==> config.mk <==
export PLATFORM = sky130hd
export DESIGN_NAME = shared_pin_arb
export DESIGN_NICKNAME = d
export VERILOG_FILES = /design/src/rtl/shared_pin_arb.sv
export SDC_FILE = /design/constraint.sdc
export NUM_CORES = 1
export LEC_CHECK = 0
export BUFFER_PORTS_ARGS = -buffer_cell sky130_fd_sc_hd__buf_4
export CORE_MARGIN = 1
export CORE_UTILIZATION = 49
export CTS_BUF_LIST = sky130_fd_sc_hd__clkbuf_8 sky130_fd_sc_hd__clkbuf_16
export DETAILED_ROUTE_END_ITERATION = 6
export GPL_ROUTABILITY_DRIVEN = 1
export MAX_ROUTING_LAYER = met4
export PLACE_DENSITY_LB_ADDON = 0.3
export SLEW_MARGIN = 40
export SYNTH_ARGS = -nofsm -noshare
export SYNTH_HDL_FRONTEND = slang
export SYNTH_SLANG_ARGS = --single-unit
==> constraint.sdc <==
create_clock -name clk -period 2 [get_ports clk]
set_clock_uncertainty 0.15 [all_clocks]
set_input_delay 0.1 -clock clk [delete_from_list [all_inputs] [get_ports clk]]
set_output_delay 0.1 -clock clk [all_outputs]
set_load 0.02 [all_outputs]
==> src/rtl/shared_pin_arb.sv <==
// Shares the SCL/LED and SDA/button pads between idle LED/button use and an I2C master.
// Ownership changes only after both pads have been released for GUARD cycles.
module shared_pin_arb #(
  parameter int GUARD      = 16,
  parameter int SAMPLE_DIV = 256,
  parameter int DEBOUNCE   = 4
) (
  input  logic clk,
  input  logic rst,
  input  logic led,
  input  logic i2c_req,
  output logic i2c_gnt,
  input  logic i2c_scl_oe,
  input  logic i2c_sda_oe,
  output logic i2c_sda_i,
  output logic pad_scl_oe,
  output logic pad_scl_o,
  output logic pad_sda_oe,
  output logic pad_sda_o,
  input  logic pad_sda_i,
  output logic btn,
  output logic btn_rise,
  output logic btn_fall
);

  localparam int SW = $clog2(SAMPLE_DIV);
  localparam int GW = $clog2(GUARD + 1);

  typedef enum logic [1:0] {ST_LED, ST_PRE, ST_GRANT, ST_POST} state_t;

  state_t        state_reg, state_next;
  logic [GW-1:0] guard_reg, guard_next;
  logic [SW-1:0] sample_reg;
  logic [3:0]    deb_reg;
  logic          strobe;
  logic          sample;

  always_ff @(posedge clk) begin
    if (rst) begin
      state_reg <= ST_LED;
      guard_reg <= '0;
    end else begin
      state_reg <= state_next;
      guard_reg <= guard_next;
    end
  end

  always_comb begin
    state_next = state_reg;
    guard_next = guard_reg;
    i2c_gnt    = 1'b0;
    pad_scl_oe = 1'b0;
    pad_scl_o  = 1'b0;
    pad_sda_oe = 1'b0;
    pad_sda_o  = 1'b0;
    i2c_sda_i  = pad_sda_i;
    case (state_reg)
      ST_LED: begin
        pad_scl_oe = 1'b1;
        pad_scl_o  = led;
        if (i2c_req) begin
          state_next = ST_PRE;
          guard_next = '0;
        end
      end
      ST_PRE: begin
        // A request withdrawn during the guard window never sees a grant.
        if (!i2c_req) begin
          state_next = ST_LED;
        end else if (guard_reg == GW'(GUARD - 1)) begin
          state_next = ST_GRANT;
        end else begin
          guard_next = guard_reg + GW'(1);
        end
      end
      ST_GRANT: begin
        i2c_gnt    = 1'b1;
        pad_scl_oe = i2c_scl_oe;
        pad_sda_oe = i2c_sda_oe;
        if (!i2c_req) begin
          state_next = ST_POST;
          guard_next = '0;
        end
      end
      default: begin
        if (guard_reg == GW'(GUARD - 1)) begin
          state_next = ST_LED;
        end else begin
          guard_next = guard_reg + GW'(1);
        end
      end
    endcase
  end

  // Sample strobe fires when the free-running divider wraps.
  assign strobe = &sample_reg;
  assign sample = ~pad_sda_i;

  always_ff @(posedge clk) begin
    if (rst) begin
      sample_reg <= '0;
      deb_reg    <= '0;
      btn        <= 1'b0;
      btn_rise   <= 1'b0;
      btn_fall   <= 1'b0;
    end else begin
      sample_reg <= sample_reg + SW'(1);
      btn_rise   <= 1'b0;
      btn_fall   <= 1'b0;
      // Outside LED mode the pad carries SDA, so the debounce count is frozen.
      if (strobe && state_reg == ST_LED) begin
        if (sample == btn) begin
          deb_reg <= '0;
        end else if (deb_reg == 4'(DEBOUNCE - 1)) begin
          btn      <= sample;
          deb_reg  <= '0;
          btn_rise <= sample;
          btn_fall <= ~sample;
        end else begin
          deb_reg <= deb_reg + 4'd1;
        end
      end
    end
  end

endmodule
==> flow_metrics.py, run 1 <==
metrics = {
    "placed_design": {
        "place.gp.congestion": 0.756,
        "dp_worst_setup_slack_ns": 0.0302,
        "hpwlAfterDp_microns": 1280,
        "port_buffers": 14,
    },
    "die": {
        "die_w_microns": 48.0,
        "core-area_sq_um": 1980,
        "rows": 16,
        "die_h_microns": 48.0,
        "io_pins": 16,
        "design.die.area_sq_um": 2310,
        "initial_utilization_pct": 52.4,
    },
    "final_layout": {
        "final_core_util_pct": 61.8,
        "nets": 143,
        "multi_input_area_sq_um": 573,
        "regArea_sq_um": 440,
        "nFillCells": 170,
        "largest_register_ff_count": 8,
        "area_delta_synth_final_pct": 18.0,
        "drive_above_1_share_pct": 22.1,
        "n_antenna_cell": 0,
    },
    "power": {
        "p_comb_share_pct": 7.1,
        "p_clk_share_pct": 37.8,
        "p_seq_share_pct": 55.2,
        "swShare_pct": 21.2,
        "powerDensity_nw_per_um2": 671,
        "power.total_mw": 0.822,
        "p_sw_mw": 0.175,
        "internal_power_mw": 0.647,
        "p_leak_nw": 0.477,
        "vdd_drop_max_mv": 0.495,
    },
    "yosys": {
        "syn_nets": 128,
        "netlist_top_cells_count": "22 x dfxtp_1, 13 x nor2_1, 10 x nand2_1",
        "synth_edf_count": 0,
        "yosysSeqAreaShare_pct": 42.4,
        "async_flop_share_pct": 0,
        "synth_warnings": 0,
        "synthTopCellsByArea": "dfxtp_1 42%, xor2_1 5.1%, ha_1 4.8%, nor2_1 4.7%, a21oi_1 3.9%",
        "ys_types": 35,
        "yosys.area.top_type_share_pct": 42.4,
        "ys_seq_elements": 22,
        "yosys.area.top_type": "dfxtp_1",
        "synth-main-ff-cell": "dfxtp_1",
        "synth.cell_area_sq_um": 1040,
        "postSynthCellCount": 117,
        "syn_avg_cell_area_sq_um": 8.88,
        "yosysMostFrequentCell": "dfxtp_1",
    },
    "timing": {
        "fmax_ghz": 0.532,
        "drv_slew": 0,
        "setup_viol": 0,
        "fin_crit_ns": 1.88,
        "finalHoldViolations": 0,
        "worst_slack_ns": 0.122,
        "finalSetupTns_ns": 0,
        "rsz0062_at_grt": "no",
        "period_share_pct": 93.9,
    },
    "clocking": {
        "clk_path_buf_depth": 2,
        "clk_latency_ns": 0.25,
        "clk_pin_slew_ns": 0.08,
        "cts_made_buffers": 3,
        "postCtsSetupBuffers": 0,
        "clkSinkCount": 22,
        "htree_levels": 1,
        "cts_tree": "done",
        "cts_root_buffer": "clkbuf_8",
    },
    "drt": {
        "postRouteAntennaNets": 0,
        "initialDrtViolationCount": 11,
        "viasPerCell": 5.25,
        "firstDrtPassIters": 4,
        "drc_errors": 0,
        "vias": 830,
        "wire_per_inst_microns": 11.2,
        "wirelength_microns": 1760,
    },
    "worst_hold_path": {
        "hold_class": "in -> reg",
    },
    "critical_path": {
        "crit_type": "reg -> reg",
        "cp.required_ns": 2.04,
        "cp_max_fo": 5,
        "worst_setup_path_start_kind": "flop",
        "worst-endpoint-arrival_ns": 1.92,
        "worstSetupEndpointType": "flop",
    },
    "global_route": {
        "grt_first_pass_wirelength_microns": 2860,
        "antenna_found_initial": 0,
        "grt_overflow": 0,
        "grt.total_usage_pct": 18.7,
        "grt_pass1_vias": 716,
        "grt_max_degree": 21,
    },
    "job": {
        "cap_viol_max_count": 0,
    },
    "outcome": {
        "status": "finished clean",
    },
}
placed cells by master, fill, tap and decap left out, drive strengths merged, types with 3 or more instances in the layout:
| master | n |
|---|---|
| a21oi | 8 |
| and2 | 4 |
| buf | 14 |
| clkbuf | 4 |
| dfxtp | 22 |
| ha | 4 |
| nand2 | 10 |
| nand3 | 4 |
| nand4 | 4 |
| nor2 | 14 |
| nor2b | 3 |
| o21ai | 5 |
| or2 | 3 |
| xnor2 | 3 |
| xor2 | 6 |
per-layer routing:
| metal | GRT usage [%] | up-vias | part of all wire, % |
|---|---|---|---|
| li1 | - | 430 | - |
| met1 | 22.4 | 383 | 47 |
| met2 | 28.9 | 15 | 49 |
| met3 | 3.40 | 2 | 3.2 |
| met4 | 11.1 | 0 | 1.4 |
| met5 | - | - | 0 |
metrics by stage:
| step | hold slack, ns | std cells | area (sq um) |
|---|---|---|---|
| after floorplan | 0.0287 | 117 | 1040 |
| after global placement | 0.177 | 153 | 1150 |
| after detailed placement | 0.183 | 153 | 1150 |
| after CTS | 0.00139 | 158 | 1210 |
| after global routing | 0.0166 | 158 | 1220 |
| final | 0.00402 | 158 | 1220 |
cells by family (layout without fill, tap and decap cells):
logic type | count (synthesis) | in the layout | synth area share [%]
and+or+nand+nor | 55 | 55 | 29.9
DFF | 22 | 22 | 42.4
AOI/OAI and AO/OA | 16 | 16 | 8.43
xor gates and xnor gates | 9 | 9 | 7.59
buffers and inverters | 7 | 21 | 3.37
adders and majority gates | 4 | 4 | 4.82
muxes | 3 | 3 | 3.13
other | 1 | 1 | 0.361
critical path, stage by stage (launching register included):
cell	delay, ns
dfxtp_1	0.35
ha_1	0.22
and3_1	0.19
ha_2	0.20
nand2_2	0.10
nand3_2	0.12
or3_1	0.36
a21oi_1	0.14
final timing paths:
| kind | from | end | slack [ns] | cells after the start |
|---|---|---|---|---|
| worst max-delay path | guard_reg[0] | guard_reg[3] | 0.12 | 7 |
| worst min-delay path | rst | deb_reg[0] | 0.004 | 2 |
| worst max register to register | guard_reg[0] | guard_reg[3] | 0.12 | 7 |
| worst min register to register | sample_reg[0] | sample_reg[0] | 0.33 | 1 |
area by class of cell:
type	instances	area share, %
timing repair buffer	15	9.40
clock buffer	4	4.49
tap	27	2.76
inverter	2	0.613
multi-input combinational	88	46.8
sequential	22	36.0
power groups by stage:
stage | logic [mW] | clock network, mW | registers [mW]
3_5_place_dp | 0.0561 | 0 | 0.464
5_1_grt | 0.0653 | 0.342 | 0.455
2_1_floorplan | 0.0374 | 0 | 0.462
6_report | 0.0580 | 0.310 | 0.453
4_1_cts | 0.0579 | 0.317 | 0.453
3_3_place_gp | 0.0548 | 0 | 0.463
repair_timing:
action                     in CTS  in global routing
gates resized for setup         0                  3
hold endpoints to repair        2                  0
setup endpoints to repair       0                  2
hold buffers                    1                  0
(Power assumes the default switching activity.)
==> inputs of run 2 (changes only) <==
BUFFER_PORTS_ARGS = -buffer_cell sky130_fd_sc_hd__buf_2   (was -buffer_cell sky130_fd_sc_hd__buf_4)
RECOVER_POWER = 50   (was default)
==> flow_metrics.py, run 2 (same netlist as run 1, synthesis figures left out) <==
metrics = {
    "clocking": {
        "cts_root_buffer": "clkbuf_8",
        "clk_pin_slew_ns": 0.08,
        "clk_path_buf_depth": 2,
        "cts_made_buffers": 3,
        "cts_tree": "done",
        "clk_latency_ns": 0.26,
        "htree_levels": 1,
        "clkSinkCount": 22,
    },
    "timing": {
        "drv_slew": 0,
        "setup_viol": 0,
        "period_share_pct": 94.4,
        "fmax_ghz": 0.529,
        "finalHoldViolations": 0,
        "rsz0062_at_grt": "no",
        "fin_crit_ns": 1.89,
        "fin_hold_ws_ns": 0.0192,
        "worst_slack_ns": 0.111,
        "finalSetupTns_ns": 0,
    },
    "drt": {
        "postRouteAntennaNets": 0,
        "vias": 823,
        "initialDrtViolationCount": 21,
        "wirelength_microns": 1760,
        "firstDrtPassIters": 4,
        "drc_errors": 0,
        "viasPerCell": 5.21,
        "wire_per_inst_microns": 11.2,
    },
    "worst_hold_path": {
        "hold_class": "in -> reg",
        "hold_start": "i2c_req",
        "hold-path-cell-count": 3,
        "hold_end": "state_reg[1]",
    },
    "die": {
        "die_h_microns": 48.0,
        "initial_utilization_pct": 52.4,
        "design.die.area_sq_um": 2310,
        "rows": 16,
        "die_w_microns": 48.0,
        "core-area_sq_um": 1980,
        "io_pins": 16,
    },
    "global_route": {
        "grt.total_usage_pct": 17.2,
        "grt_overflow": 0,
        "grt_first_pass_wirelength_microns": 2710,
        "grt_max_degree": 21,
        "antenna_found_initial": 0,
        "grt_pass1_vias": 661,
    },
    "critical_path": {
        "cp.required_ns": 2.05,
        "worstSetupEndpointType": "flop",
        "cp_common_cell": "ha_1",
        "cp-startpoint": "guard_reg[0]",
        "cp_max_fo": 5,
        "worst_setup_path_start_kind": "flop",
        "r2r_start": "guard_reg[0]",
        "critPathMaxStageDelay_ns": 0.35,
        "r2r_end": "guard_reg[3]",
        "crit_chain": "ha_1 > and3_1 > ha_1 > nand2_2 > nand3_4 > or3_1 > a21oi_1",
        "reg2reg_depth": 7,
        "worst-endpoint-arrival_ns": 1.93,
        "ff2ff_setup_slack_ns": 0.11,
        "cpMaxStageDelayCell": "dfxtp_2",
        "crit_type": "reg -> reg",
    },
    "final_layout": {
        "nFillCells": 167,
        "largest_register_ff_count": 8,
        "nets": 143,
        "final_common_cell": "dfxtp_1",
        "n_antenna_cell": 0,
        "drive_above_1_share_pct": 16.0,
        "area_delta_synth_final_pct": 14.0,
        "regArea_sq_um": 442,
        "final_cell_mix": "21 x dfxtp_1, 14 x nor2_1, 9 x nand2_1",
        "multi_input_area_sq_um": 573,
    },
    "placed_design": {
        "hpwlAfterDp_microns": 1280,
        "dp_worst_setup_slack_ns": 0.0305,
        "place.gp.congestion": 0.748,
        "port_buffers": 14,
    },
    "job": {
        "cap_viol_max_count": 0,
    },
    "power": {
        "p_leak_nw": 0.449,
        "power.total_mw": 0.824,
        "vdd_drop_max_mv": 0.553,
        "powerDensity_nw_per_um2": 696,
    },
    "outcome": {
        "status": "finished clean",
    },
}
## run 2: metal layers
metal / up-vias / routed length (microns) / track usage [%]
met4: 0 / 0 / 3.89
li1: 428 / - / -
met5: - / 0 / -
met1: 369 / 848 / 22.6
met3: 0 / 83 / 5.66
met2: 26 / 832 / 25.7
## run 2: where the power goes
group          internal (mW)  switching [mW]
clock network          0.175           0.142
registers              0.445         0.00820
logic                 0.0212          0.0317
## run 2: how the worst max path moves through the flow
stage	end	slack [ns]	depth (start not counted)
final	guard_reg[3]	0.11	7
after global routing	guard_reg[3]	0.01	7
after CTS	guard_reg[3]	0.004	7
after detailed placement	guard_reg[3]	0.03	7
after global placement	guard_reg[3]	0.11	7
after floorplan	guard_reg[3]	0.16	7
## run 2: cell type report
type / count / area share (%)
flip-flops and latches: 22 / 37.3
well taps: 27 / 2.85
repair buffers: 15 / 6.13
multi-input cells: 88 / 48.4
clock buffers: 4 / 4.65
inverters: 2 / 0.634
## run 2: through the flow
step	utilization, %	std cells	area (sq um)
2_1_floorplan	-	117	1040
3_3_place_gp	56.3	153	1110
3_5_place_dp	56.3	153	1110
4_1_cts	59.5	158	1180
5_1_grt	59.7	158	1180
6_report	59.7	158	1180
## run 2: timing repair
item                       in CTS  in global routing
gates resized for setup         0                  4
buffers inserted                0                  0
setup endpoints to repair       0                  2
hold endpoints to repair        2                  0
hold buffers                    1                  0
## run 2: worst max-delay path: cells and delay by family (launching register included)
family                   cells  cell delay, ns
AND/OR/NAND/NOR              4            0.77
AO/OA/AOI/OAI                1            0.14
adder cells (fa/ha/maj)      2            0.42
flip-flops                   1            0.35
